File: config.mk
export PLATFORM = sky130hd
export DESIGN_NAME = ysyx_24100006_icache
export DESIGN_NICKNAME = d
export VERILOG_FILES = /design/src/rtl/ysyx_24100006_icache_pkg.sv /design/src/rtl/ysyx_24100006_icache_array.sv /design/src/rtl/ysyx_24100006_icache.sv
export SDC_FILE = /design/constraint.sdc
export NUM_CORES = 2
export LEC_CHECK = 0
export BUFFER_PORTS_ARGS = -buffer_cell sky130_fd_sc_hd__buf_2
export CORE_ASPECT_RATIO = 1.4
export CORE_MARGIN = 5
export CORE_UTILIZATION = 62
export DETAILED_ROUTE_END_ITERATION = 6
export PLACE_DENSITY_LB_ADDON = 0.12
export SLEW_MARGIN = 0
export SYNTH_ARGS = -nofsm -noshare
export SYNTH_HDL_FRONTEND = slang
export SYNTH_SLANG_ARGS = --single-unit
export TNS_END_PERCENT = 50
File: constraint.sdc
create_clock -name clk -period 4 [get_ports clk]
set_input_delay 0.6 -clock clk [delete_from_list [all_inputs] [get_ports clk]]
set_output_delay 0.6 -clock clk [all_outputs]
set_load 0.01 [all_outputs]
File: src/rtl/ysyx_24100006_icache_pkg.sv
`default_nettype none
// +----------------------------------------------------------------------+
// | ysyx_24100006_icache_pkg : shared types, AXI constants, geometry     |
// | Revision : 1.0                                                       |
// +----------------------------------------------------------------------+
package ysyx_24100006_icache_pkg;

   typedef enum logic [2:0] {
      S_IDLE    = 3'd0,
      S_LOOKUP  = 3'd1,
      S_MISS_AR = 3'd2,
      S_MISS_R  = 3'd3,
      S_RESP    = 3'd4,
      S_FLUSH   = 3'd5
   } state_t;

   localparam logic [1:0] C_BURST_INCR  = 2'b01;
   localparam logic [2:0] C_SIZE_4B     = 3'b010;
   localparam logic [1:0] C_RESP_OKAY   = 2'b00;
   localparam logic [1:0] C_RESP_SLVERR = 2'b10;

   function automatic int off_w(input int line_words);
      return $clog2(line_words * 4);
   endfunction

   function automatic int idx_w(input int sets);
      return $clog2(sets);
   endfunction

   function automatic int tag_w(input int line_words, input int sets);
      return 32 - off_w(line_words) - idx_w(sets);
   endfunction

endpackage
`default_nettype wire

File: src/rtl/ysyx_24100006_icache_array.sv
`default_nettype none
// +----------------------------------------------------------------------+
// | ysyx_24100006_icache_array : flop-based valid/tag/data line storage  |
// | Revision : 1.0                                                       |
// +----------------------------------------------------------------------+
module ysyx_24100006_icache_array
   import ysyx_24100006_icache_pkg::*;
#(
   parameter  int LINE_WORDS = 4,
   parameter  int SETS       = 16,
   localparam int IDX_W      = idx_w(SETS),
   localparam int TAG_W      = tag_w(LINE_WORDS, SETS),
   localparam int WRD_W      = off_w(LINE_WORDS) - 2
) (
   input  logic             clk,
   input  logic             reset,
   input  logic             i_rd_en,
   input  logic [IDX_W-1:0] i_rd_idx,
   input  logic [WRD_W-1:0] i_rd_word,
   output logic             o_rd_valid,
   output logic [TAG_W-1:0] o_rd_tag,
   output logic [31:0]      o_rd_data,
   input  logic             i_wr_en,
   input  logic [IDX_W-1:0] i_wr_idx,
   input  logic [WRD_W-1:0] i_wr_word,
   input  logic [31:0]      i_wr_data,
   input  logic             i_set_en,
   input  logic [IDX_W-1:0] i_set_idx,
   input  logic [TAG_W-1:0] i_set_tag,
   input  logic             i_set_valid,
   input  logic             i_flush
);

   logic [SETS-1:0]  r_valid;
   logic [TAG_W-1:0] r_tag  [SETS];
   logic [31:0]      r_data [SETS][LINE_WORDS];

   always_ff @(posedge clk or negedge reset) begin
      if (!reset) begin
         r_valid    <= '0;
         o_rd_valid <= 1'b0;
         o_rd_tag   <= '0;
         o_rd_data  <= '0;
      end else begin
         if (i_flush)
            r_valid <= '0;
         else if (i_set_en)
            r_valid[i_set_idx] <= i_set_valid;
         if (i_rd_en) begin
            o_rd_valid <= r_valid[i_rd_idx];
            o_rd_tag   <= r_tag[i_rd_idx];
            o_rd_data  <= r_data[i_rd_idx][i_rd_word];
         end
      end
   end

   // Tags and data need no reset: a line is only consulted through its valid bit.
   always_ff @(posedge clk) begin
      if (i_set_en)
         r_tag[i_set_idx] <= i_set_tag;
      if (i_wr_en)
         r_data[i_wr_idx][i_wr_word] <= i_wr_data;
   end

endmodule
`default_nettype wire

File: src/rtl/ysyx_24100006_icache.sv
`default_nettype none
// +----------------------------------------------------------------------+
// | ysyx_24100006_icache : direct-mapped read-only I-cache, AXI refill   |
// | Revision : 1.0                                                       |
// +----------------------------------------------------------------------+
module ysyx_24100006_icache
   import ysyx_24100006_icache_pkg::*;
#(
   parameter int LINE_WORDS = 4,
   parameter int SETS       = 16
) (
   input  logic        clk,
   input  logic        reset,
   input  logic [31:0] s_araddr,
   input  logic        s_arvalid,
   output logic        s_arready,
   output logic        s_rvalid,
   input  logic        s_rready,
   output logic [31:0] s_rdata,
   output logic [1:0]  s_rresp,
   output logic [31:0] m_araddr,
   output logic        m_arvalid,
   input  logic        m_arready,
   output logic [7:0]  m_arlen,
   output logic [2:0]  m_arsize,
   output logic [1:0]  m_arburst,
   input  logic        m_rvalid,
   output logic        m_rready,
   input  logic [31:0] m_rdata,
   input  logic [1:0]  m_rresp,
   input  logic        m_rlast,
   input  logic        fence_i,
   output logic        flush_done,
   output logic [31:0] hit_cnt,
   output logic [31:0] miss_cnt
);

   localparam int OFF_W = off_w(LINE_WORDS);
   localparam int IDX_W = idx_w(SETS);
   localparam int TAG_W = tag_w(LINE_WORDS, SETS);
   localparam int WRD_W = OFF_W - 2;
   localparam logic [WRD_W-1:0] C_LAST_BEAT = WRD_W'(LINE_WORDS - 1);

   state_t           r_state;
   logic [31:0]      r_addr;
   logic [WRD_W-1:0] r_cnt;
   logic             r_err;
   logic             r_s_rvalid;
   logic [31:0]      r_s_rdata;
   logic [1:0]       r_s_rresp;
   logic             r_m_arvalid;
   logic             r_m_rready;
   logic             r_flush_done;
   logic [31:0]      r_hit_cnt;
   logic [31:0]      r_miss_cnt;

   logic             w_accept;
   logic [TAG_W-1:0] w_req_tag;
   logic [IDX_W-1:0] w_req_idx;
   logic [WRD_W-1:0] w_req_word;
   logic             w_arr_valid;
   logic [TAG_W-1:0] w_arr_tag;
   logic [31:0]      w_arr_data;
   logic             w_hit;
   logic             w_beat;
   logic             w_err_last;
   logic             w_set_en;
   logic             w_unused_addr;

   assign s_arready  = reset && (r_state == S_IDLE) && !fence_i;
   assign w_accept   = s_arvalid && s_arready;
   assign w_req_tag  = r_addr[31 -: TAG_W];
   assign w_req_idx  = r_addr[OFF_W +: IDX_W];
   assign w_req_word = r_addr[2 +: WRD_W];
   assign w_hit      = w_arr_valid && (w_arr_tag == w_req_tag);
   assign w_beat     = m_rvalid && r_m_rready;
   // A short or long burst is as untrustworthy as an error response.
   assign w_err_last = r_err || (m_rresp != C_RESP_OKAY) || (r_cnt != C_LAST_BEAT);
   assign w_set_en   = ((r_state == S_LOOKUP) && !w_hit) ||
                       ((r_state == S_MISS_R) && w_beat && m_rlast && !w_err_last);
   assign w_unused_addr = ^r_addr[1:0];

   assign s_rvalid   = r_s_rvalid;
   assign s_rdata    = r_s_rdata;
   assign s_rresp    = r_s_rresp;
   assign m_araddr   = {w_req_tag, w_req_idx, {OFF_W{1'b0}}};
   assign m_arvalid  = r_m_arvalid;
   assign m_arlen    = 8'(LINE_WORDS - 1);
   assign m_arsize   = C_SIZE_4B;
   assign m_arburst  = C_BURST_INCR;
   assign m_rready   = r_m_rready;
   assign flush_done = r_flush_done;
   assign hit_cnt    = r_hit_cnt;
   assign miss_cnt   = r_miss_cnt;

   // A miss drops the line's valid bit up front so a partial refill is never hit.
   ysyx_24100006_icache_array #(
      .LINE_WORDS (LINE_WORDS),
      .SETS       (SETS)
   ) u_array (
      .clk         (clk),
      .reset       (reset),
      .i_rd_en     (w_accept),
      .i_rd_idx    (s_araddr[OFF_W +: IDX_W]),
      .i_rd_word   (s_araddr[2 +: WRD_W]),
      .o_rd_valid  (w_arr_valid),
      .o_rd_tag    (w_arr_tag),
      .o_rd_data   (w_arr_data),
      .i_wr_en     ((r_state == S_MISS_R) && w_beat),
      .i_wr_idx    (w_req_idx),
      .i_wr_word   (r_cnt),
      .i_wr_data   (m_rdata),
      .i_set_en    (w_set_en),
      .i_set_idx   (w_req_idx),
      .i_set_tag   (w_req_tag),
      .i_set_valid (r_state == S_MISS_R),
      .i_flush     (r_state == S_FLUSH)
   );

   always_ff @(posedge clk or negedge reset) begin
      if (!reset) begin
         r_state      <= S_IDLE;
         r_addr       <= '0;
         r_cnt        <= '0;
         r_err        <= 1'b0;
         r_s_rvalid   <= 1'b0;
         r_s_rdata    <= '0;
         r_s_rresp    <= C_RESP_OKAY;
         r_m_arvalid  <= 1'b0;
         r_m_rready   <= 1'b0;
         r_flush_done <= 1'b0;
         r_hit_cnt    <= '0;
         r_miss_cnt   <= '0;
      end else begin
         r_flush_done <= 1'b0;
         case (r_state)
            S_IDLE: begin
               if (fence_i) begin
                  r_state <= S_FLUSH;
               end else if (s_arvalid) begin
                  r_addr  <= s_araddr;
                  r_state <= S_LOOKUP;
               end
            end
            S_LOOKUP: begin
               if (w_hit) begin
                  r_s_rdata  <= w_arr_data;
                  r_s_rresp  <= C_RESP_OKAY;
                  r_s_rvalid <= 1'b1;
                  if (r_hit_cnt != '1)
                     r_hit_cnt <= r_hit_cnt + 32'd1;
                  r_state <= S_RESP;
               end else begin
                  if (r_miss_cnt != '1)
                     r_miss_cnt <= r_miss_cnt + 32'd1;
                  r_m_arvalid <= 1'b1;
                  r_state     <= S_MISS_AR;
               end
            end
            S_MISS_AR: begin
               if (m_arready) begin
                  r_m_arvalid <= 1'b0;
                  r_m_rready  <= 1'b1;
                  r_cnt       <= '0;
                  r_err       <= 1'b0;
                  r_state     <= S_MISS_R;
               end
            end
            S_MISS_R: begin
               if (w_beat) begin
                  r_cnt <= r_cnt + 1'b1;
                  if (m_rresp != C_RESP_OKAY)
                     r_err <= 1'b1;
                  if (r_cnt == w_req_word)
                     r_s_rdata <= m_rdata;
                  if (m_rlast) begin
                     r_m_rready <= 1'b0;
                     r_s_rvalid <= 1'b1;
                     r_s_rresp  <= w_err_last ? C_RESP_SLVERR : C_RESP_OKAY;
                     r_state    <= S_RESP;
                  end
               end
            end
            S_RESP: begin
               if (s_rready) begin
                  r_s_rvalid <= 1'b0;
                  r_state    <= S_IDLE;
               end
            end
            S_FLUSH: begin
               r_flush_done <= 1'b1;
               r_state      <= S_IDLE;
            end
            default: r_state <= S_IDLE;
         endcase
      end
   end

endmodule
`default_nettype wire

# --- After elaboration in Yosys (flattened, before gate mapping) ---
# Memories as Yosys holds them, arrays and structs flattened. A register that Yosys moved wholly into a read port is not among the register bits.
# Index checks and enable logic that the tools add are counted.
totals:
  reg_bits: 189
  ramBits: 2432
  input_bits: 74
  wordCells: 137
  mem_count: 2
op_classes:
  addsub: 3
  n_lt_le_gt_ge: 6
  n_eq_ne: 19
  n_mux: 52
  bitwise_logic: 4
  n_reduce_logical: 36
memory_table:
  columns: ["name", "words", "width", "read_ports", "rd_ports_with_merged_regs", "wr", "line", "text"]
  rows:
  - ["u_array.r_data", 16, 128, 1, 0, 1, "ysyx_24100006_icache_array.sv:36", "logic [31:0] r_data [SETS][LINE_WORDS];"]
  - ["u_array.r_tag", 16, 24, 1, 1, 1, "ysyx_24100006_icache_array.sv:35", "logic [TAG_W-1:0] r_tag [SETS];"]
ops:
  columns: ["op", "count"]
  rows:
  - ["$mux W32", 6]
  - ["$mux W128", 1]
  - ["$add A32 B1 Y32 const B", 2]
  - ["$bmux W32 S2", 1]
  - ["$demux W32 S2", 1]
  - ["$ne A32 B32 Y1 const B", 2]
  - ["$pmux W32 S2", 1]
  - ["$mux W16", 2]
  - ["$eq A24 B24 Y1", 1]
  - ["$mux W3", 7]
  - ["$ne A2 B2 Y1 const B", 9]
  - ["$mux W1", 17]
  - ["$bwmux W16", 1]
  - ["$reduce_and A4 Y1", 4]
  - ["$pmux W3 S5", 1]
  - ["$reduce_and A3 Y1", 5]
  - ["$mux W2", 6]
  - ["$logic_and A1 B1 Y1", 11]
  - ["$lt A4 B5 Y1 const B", 2]
  - ["$reduce_and A5 Y1", 2]
  - ["$reduce_bool A2 Y1", 5]
  - ["$pmux W2 S2", 2]
  - ["$eq A3 B2 Y1 const B", 2]
  - ["$eq A3 B3 Y1 const B", 2]
  - ["17 further kinds", 27]

# --- Logic depth before layout (Yosys ltp) ---
depth:
  ltp_word: 8
  mapped_depth: 10
  ltp_nobuf: 7

# --- Hierarchy ---
# A second synthesis with hierarchy kept.
hier_totals:
  hier_cells: 5270
  area_unflattened_um2: 102639.7
modules_own_cells:
  columns: ["mod", "n_inst", "cells_per_inst", "area_per_inst_um2", "seq_area_each_um2"]
  rows:
  - ["ysyx_24100006_icache_array", 1, 4602, 95502.8, 74856.8]
  - ["ysyx_24100006_icache", 1, 668, 7136.8, 3428.3]

# --- Worst setup path before layout ---
# OpenSTA, ideal clock, no wires.
synth_path:
  kind: "flip-flop to flip-flop"
  start: "register r_state[2]"
  end: "memory u_array.r_data[13][64] (netlist name), enable pin"
  arrival_time_ns: 3.007
  setup_slack_ns: 0.571
  stages_incl_launch_ff: 9
  path_buffers: 4
  period_less_slack_ns: 3.429
  cell_sequence: "dfrtp_1 buf_2 and3b_1 buf_2 and3_1 clkbuf_1 nand2_1 clkbuf_1 nor2_1"
synth_between:
  elab_chain_cells: 4
synth_lines:
  columns: ["element", "line", "text"]
  rows:
  - ["from (decl)", "ysyx_24100006_icache.sv:44", "state_t r_state;"]
  - ["from (signal assigned)", "ysyx_24100006_icache.sv:122", "r_state <= S_IDLE;"]
  - ["from (signal assigned)", "ysyx_24100006_icache.sv:139", "r_state <= S_FLUSH;"]
  - ["from (signal assigned)", "ysyx_24100006_icache.sv:142", "r_state <= S_LOOKUP;"]
  - ["$eq A3 B2 Y1", "ysyx_24100006_icache.sv:109", ".i_wr_en ((r_state == S_MISS_R) && w_beat),"]
  - ["$logic_and A1 B1 Y1", "ysyx_24100006_icache.sv:109", null]
  - ["$mux W1", "ysyx_24100006_icache_array.sv:61", "if (i_wr_en)"]
  - ["$mux W128 (implied by the code)", "ysyx_24100006_icache_array.sv:62", "r_data[i_wr_idx][i_wr_word] <= i_wr_data;"]
  - ["to (decl)", "ysyx_24100006_icache_array.sv:36", null]
# No other way between the ends.

# --- Final worst setup path ---
layout_path:
  start: "register r_state[1]"
  end: "memory u_array.r_data[12][7] (netlist name), enable pin"
# Same word-level chain as after synthesis.

==> run_results.csv <==
group,metric,value,unit
clocking,htreeDepth,4,
setup_path,arrival,3.77,ns
die,core,165700,µm²
timing,tns,0,ns
global_routing,grt_pass1_wl,377.9,mm
placement,gp_congestion,0.8490,
drt,ant_nets,0,
clocking,clk_latency,0.88,ns
layout,final_util,0.7039,
global_routing,grt_max_degree,143,
power,p_switching,15120,µW
timing,maxSlewHeadroom,0.06447,
logic_synthesis,synth.distinct_cells,54,
die,die_w,354.4,µm
logic_synthesis,async_flop_share,0.07949,
drt,wl,262.3,mm
setup_path,critPathLaunchType,"flop",
setup_path,reg2reg_from,"r_state[1]",
clocking,root_buffer,"clkbuf_16",
drt,firstDrtPassIters,6,
global_routing,grt_use_total,0.3015,
logic_synthesis,synth_flop_cell,"edfxtp_1",
setup_path,rr_worst_depth,6,
placement,dp_hpwl,156.0,mm
timing,fin_ws,0.7236,ns
logic_synthesis,ys_ff_latch,2642,
clocking,cts_sinks,2642,
power,ir_drop,0.0004509,V
power,clkPwrFrac,0.361,
timing,rsz0062_at_grt,"false",
min_path,hold_start,"m_rvalid",
drt,via_per_inst,6.627,
clocking,ctsResizeCount,0,
min_path,whs_endpoint,"r_err",
die,dieArea,174400,µm²
timing,fmax,305.2,MHz
placement,port_buffers,201,
drt,via_count,53510,
clocking,clk_pin_slew,0.07,ns
run,cap_violations,0,
placement,post-place-ws,0.6306,ns
timing,worstMarginPinSlew,1.403,ns
logic_synthesis,synth_edf_count,2432,
layout,final_cell_mix,"2432 x edfxtp_1, 462 x mux2i_1, 445 x mux4_2, 335 x nand2_1, 259 x buf_4",
logic_synthesis,yosysTopAreaCellShare,0.7093,
timing,setup_viol,0,
global_routing,gr-total-overflow,0,
layout,layout.nets,5805,
setup_path,worst-setup-path-type,"flop to flop",
drt,routedWlPerCell,32.49,µm
layout,drive_gt1_frac,0.2484,
logic_synthesis,synth_area,103000,µm²
clocking,cts_buffers,229,
global_routing,grt_pass1_vias,54380,
clocking,clock_path_buffers,3,
clocking,post_cts_buffers,0,
power,seq_power_share,0.530,
layout,final_common_cell,"edfxtp_1",
timing,fin_crit_sh,0.8191,
clocking,cts_tree,"done",
drt,remaining_drc_errors,0,
setup_path,ff2ff_setup_slack,0.72,ns
die,die_h,492.2,µm
timing,fin_crit,3.276,ns
power,combPwrFrac,0.109,
power,cell_internal_pwr,46520,µW
min_path,whs_path_depth,3,
timing,finClkSkew,0.05300,ns
logic_synthesis,synth_area_leaders,"edfxtp_1 71%, mux4_2 9.7%, dfrtp_1 5.1%",
timing,slew_violations,0,
die,boundaryPins,222,
power,swShare,0.2453,
drt,drt_iter0_markers,5976,
setup_path,cp.required,4.50,ns
global_routing,antenna_found_initial,11,
timing,holdWs,0.06963,ns
power,power_density,528.6,nW/µm²
min_path,min_path_type,"input port to flop",
outcome,status,"finished clean",
setup_path,crit_fanout,32,
layout,area_delta_synth_final,13.25,%
setup_path,critPathCaptureType,"flop",
power,leakage,0.03965,µW
logic_synthesis,yosysTopAreaCell,"edfxtp_1",
logic_synthesis,yosys_warnings,0,
logic_synthesis,syn_inst,5263,
logic_synthesis,syn_avg_cell_area,19.56,µm²
die,initial_core_util,0.6216,
setup_path,r2r-end,"u_array.r_data[12][7]",
logic_synthesis,ys_seq_area_frac,0.7603,
die,rows,177,
timing,finalHoldViolCount,0,
==> logic make-up after synthesis <==
group | synth area share
AO/OA/AOI/OAI | 0.02767
XOR/XNOR | 0.007315
adder cells (fa/ha/maj) | 0.0007291
buffers and inverters | 0.01593
flip-flops | 0.7603
multiplexers | 0.1529
other | 0.00007294
AND/OR/NAND/NOR | 0.03511
==> power groups by stage <==
stage,Combinational (µW),Clock [µW],Sequential (µW)
final,6710,22200,32700
after floorplan,3320,0,33200
after global routing,7080,23700,32800
after detailed placement,6650,0,33300
after global placement,6520,0,33200
after CTS,6700,22500,32700
==> final cells by class <==
class	instances	area (µm²)
sequential	2642	78290
inverter	25	93.84
tap	2148	2688
clock buffer	289	6111
timing repair buffer	538	4298
multi-input combinational	2289	23720
antenna	6	15.01
clock inverter	138	1399
fill	10170	49040
==> registers in the layout, summed over array words and instances, names as in the netlist <==
signal	flops
u_array.o_rd_valid	1
r_state	3
m_rready	1
u_array.o_rd_tag	24
u_array.o_rd_data	32
miss_cnt	32
u_array.r_data	2048
s_rvalid	1
flush_done	1
m_arvalid	1
r_addr	30
u_array.r_valid	16
r_cnt	2
s_rresp	1
u_array.r_tag	384
hit_cnt	32
r_err	1
s_rdata	32
==> stage by stage <==
stage | cell area, µm² | cells | power, µW
after floorplan | 103000 | 5279 | 36500
after global placement | 108800 | 7616 | 39700
after detailed placement | 108800 | 7616 | 39910
after CTS | 116600 | 8069 | 61860
after global routing | 116600 | 8071 | 63520
final | 116600 | 8075 | 61640
==> cells in the mapped netlist, types with 64 or more instances <==
library cell,n
mux2i_1,462
mux4_2,445
nor2_1,110
clkbuf_1,133
o22ai_1,131
buf_2,105
xnor2_1,71
a221o_1,64
mux2_2,93
nand2_1,341
dfrtp_1,210
edfxtp_1,2432
a21oi_1,70
nand3_1,79
==> worst max path at each step <==
stage,from,endpoint,slack [ns],depth (start not counted)
6_report,r_state[1],u_array.r_data[12][7],0.72,6
5_1_grt,r_state[1],u_array.r_data[6][29],0.58,5
4_1_cts,r_state[1],u_array.r_data[6][10],0.73,5
3_5_place_dp,s_araddr[6],u_array.o_rd_data[12],0.63,9
3_3_place_gp,s_araddr[6],u_array.o_rd_data[12],0.67,9
2_1_floorplan,r_state[2],u_array.r_data[13][64],0.57,8
==> per-layer routing <==
metal	up-vias	GRT usage	wire length (µm)	share of wire
li1	22190	-	-	-
met1	28140	0.3882	94080	0.36
met2	2618	0.5131	134300	0.51
met3	566	0.04623	19570	0.075
met4	4	0.1422	14350	0.055
met5	-	0	24	0.000091
==> worst max-delay path: stages (launching register included) <==
cell,delay [ns]
dfrtp_1,0.56
and3b_1,0.23
and3_1,0.44
nand2_2,0.58
buf_4,0.39
nor2_4,0.10
buf_4,0.54
==> what timing repair did <==
item,in CTS,in global routing
endpoints found under the hold margin,49,0
hold buffers,26,0
setup endpoints to repair,0,0
No activity file was read; power rests on OpenSTA's default activity.
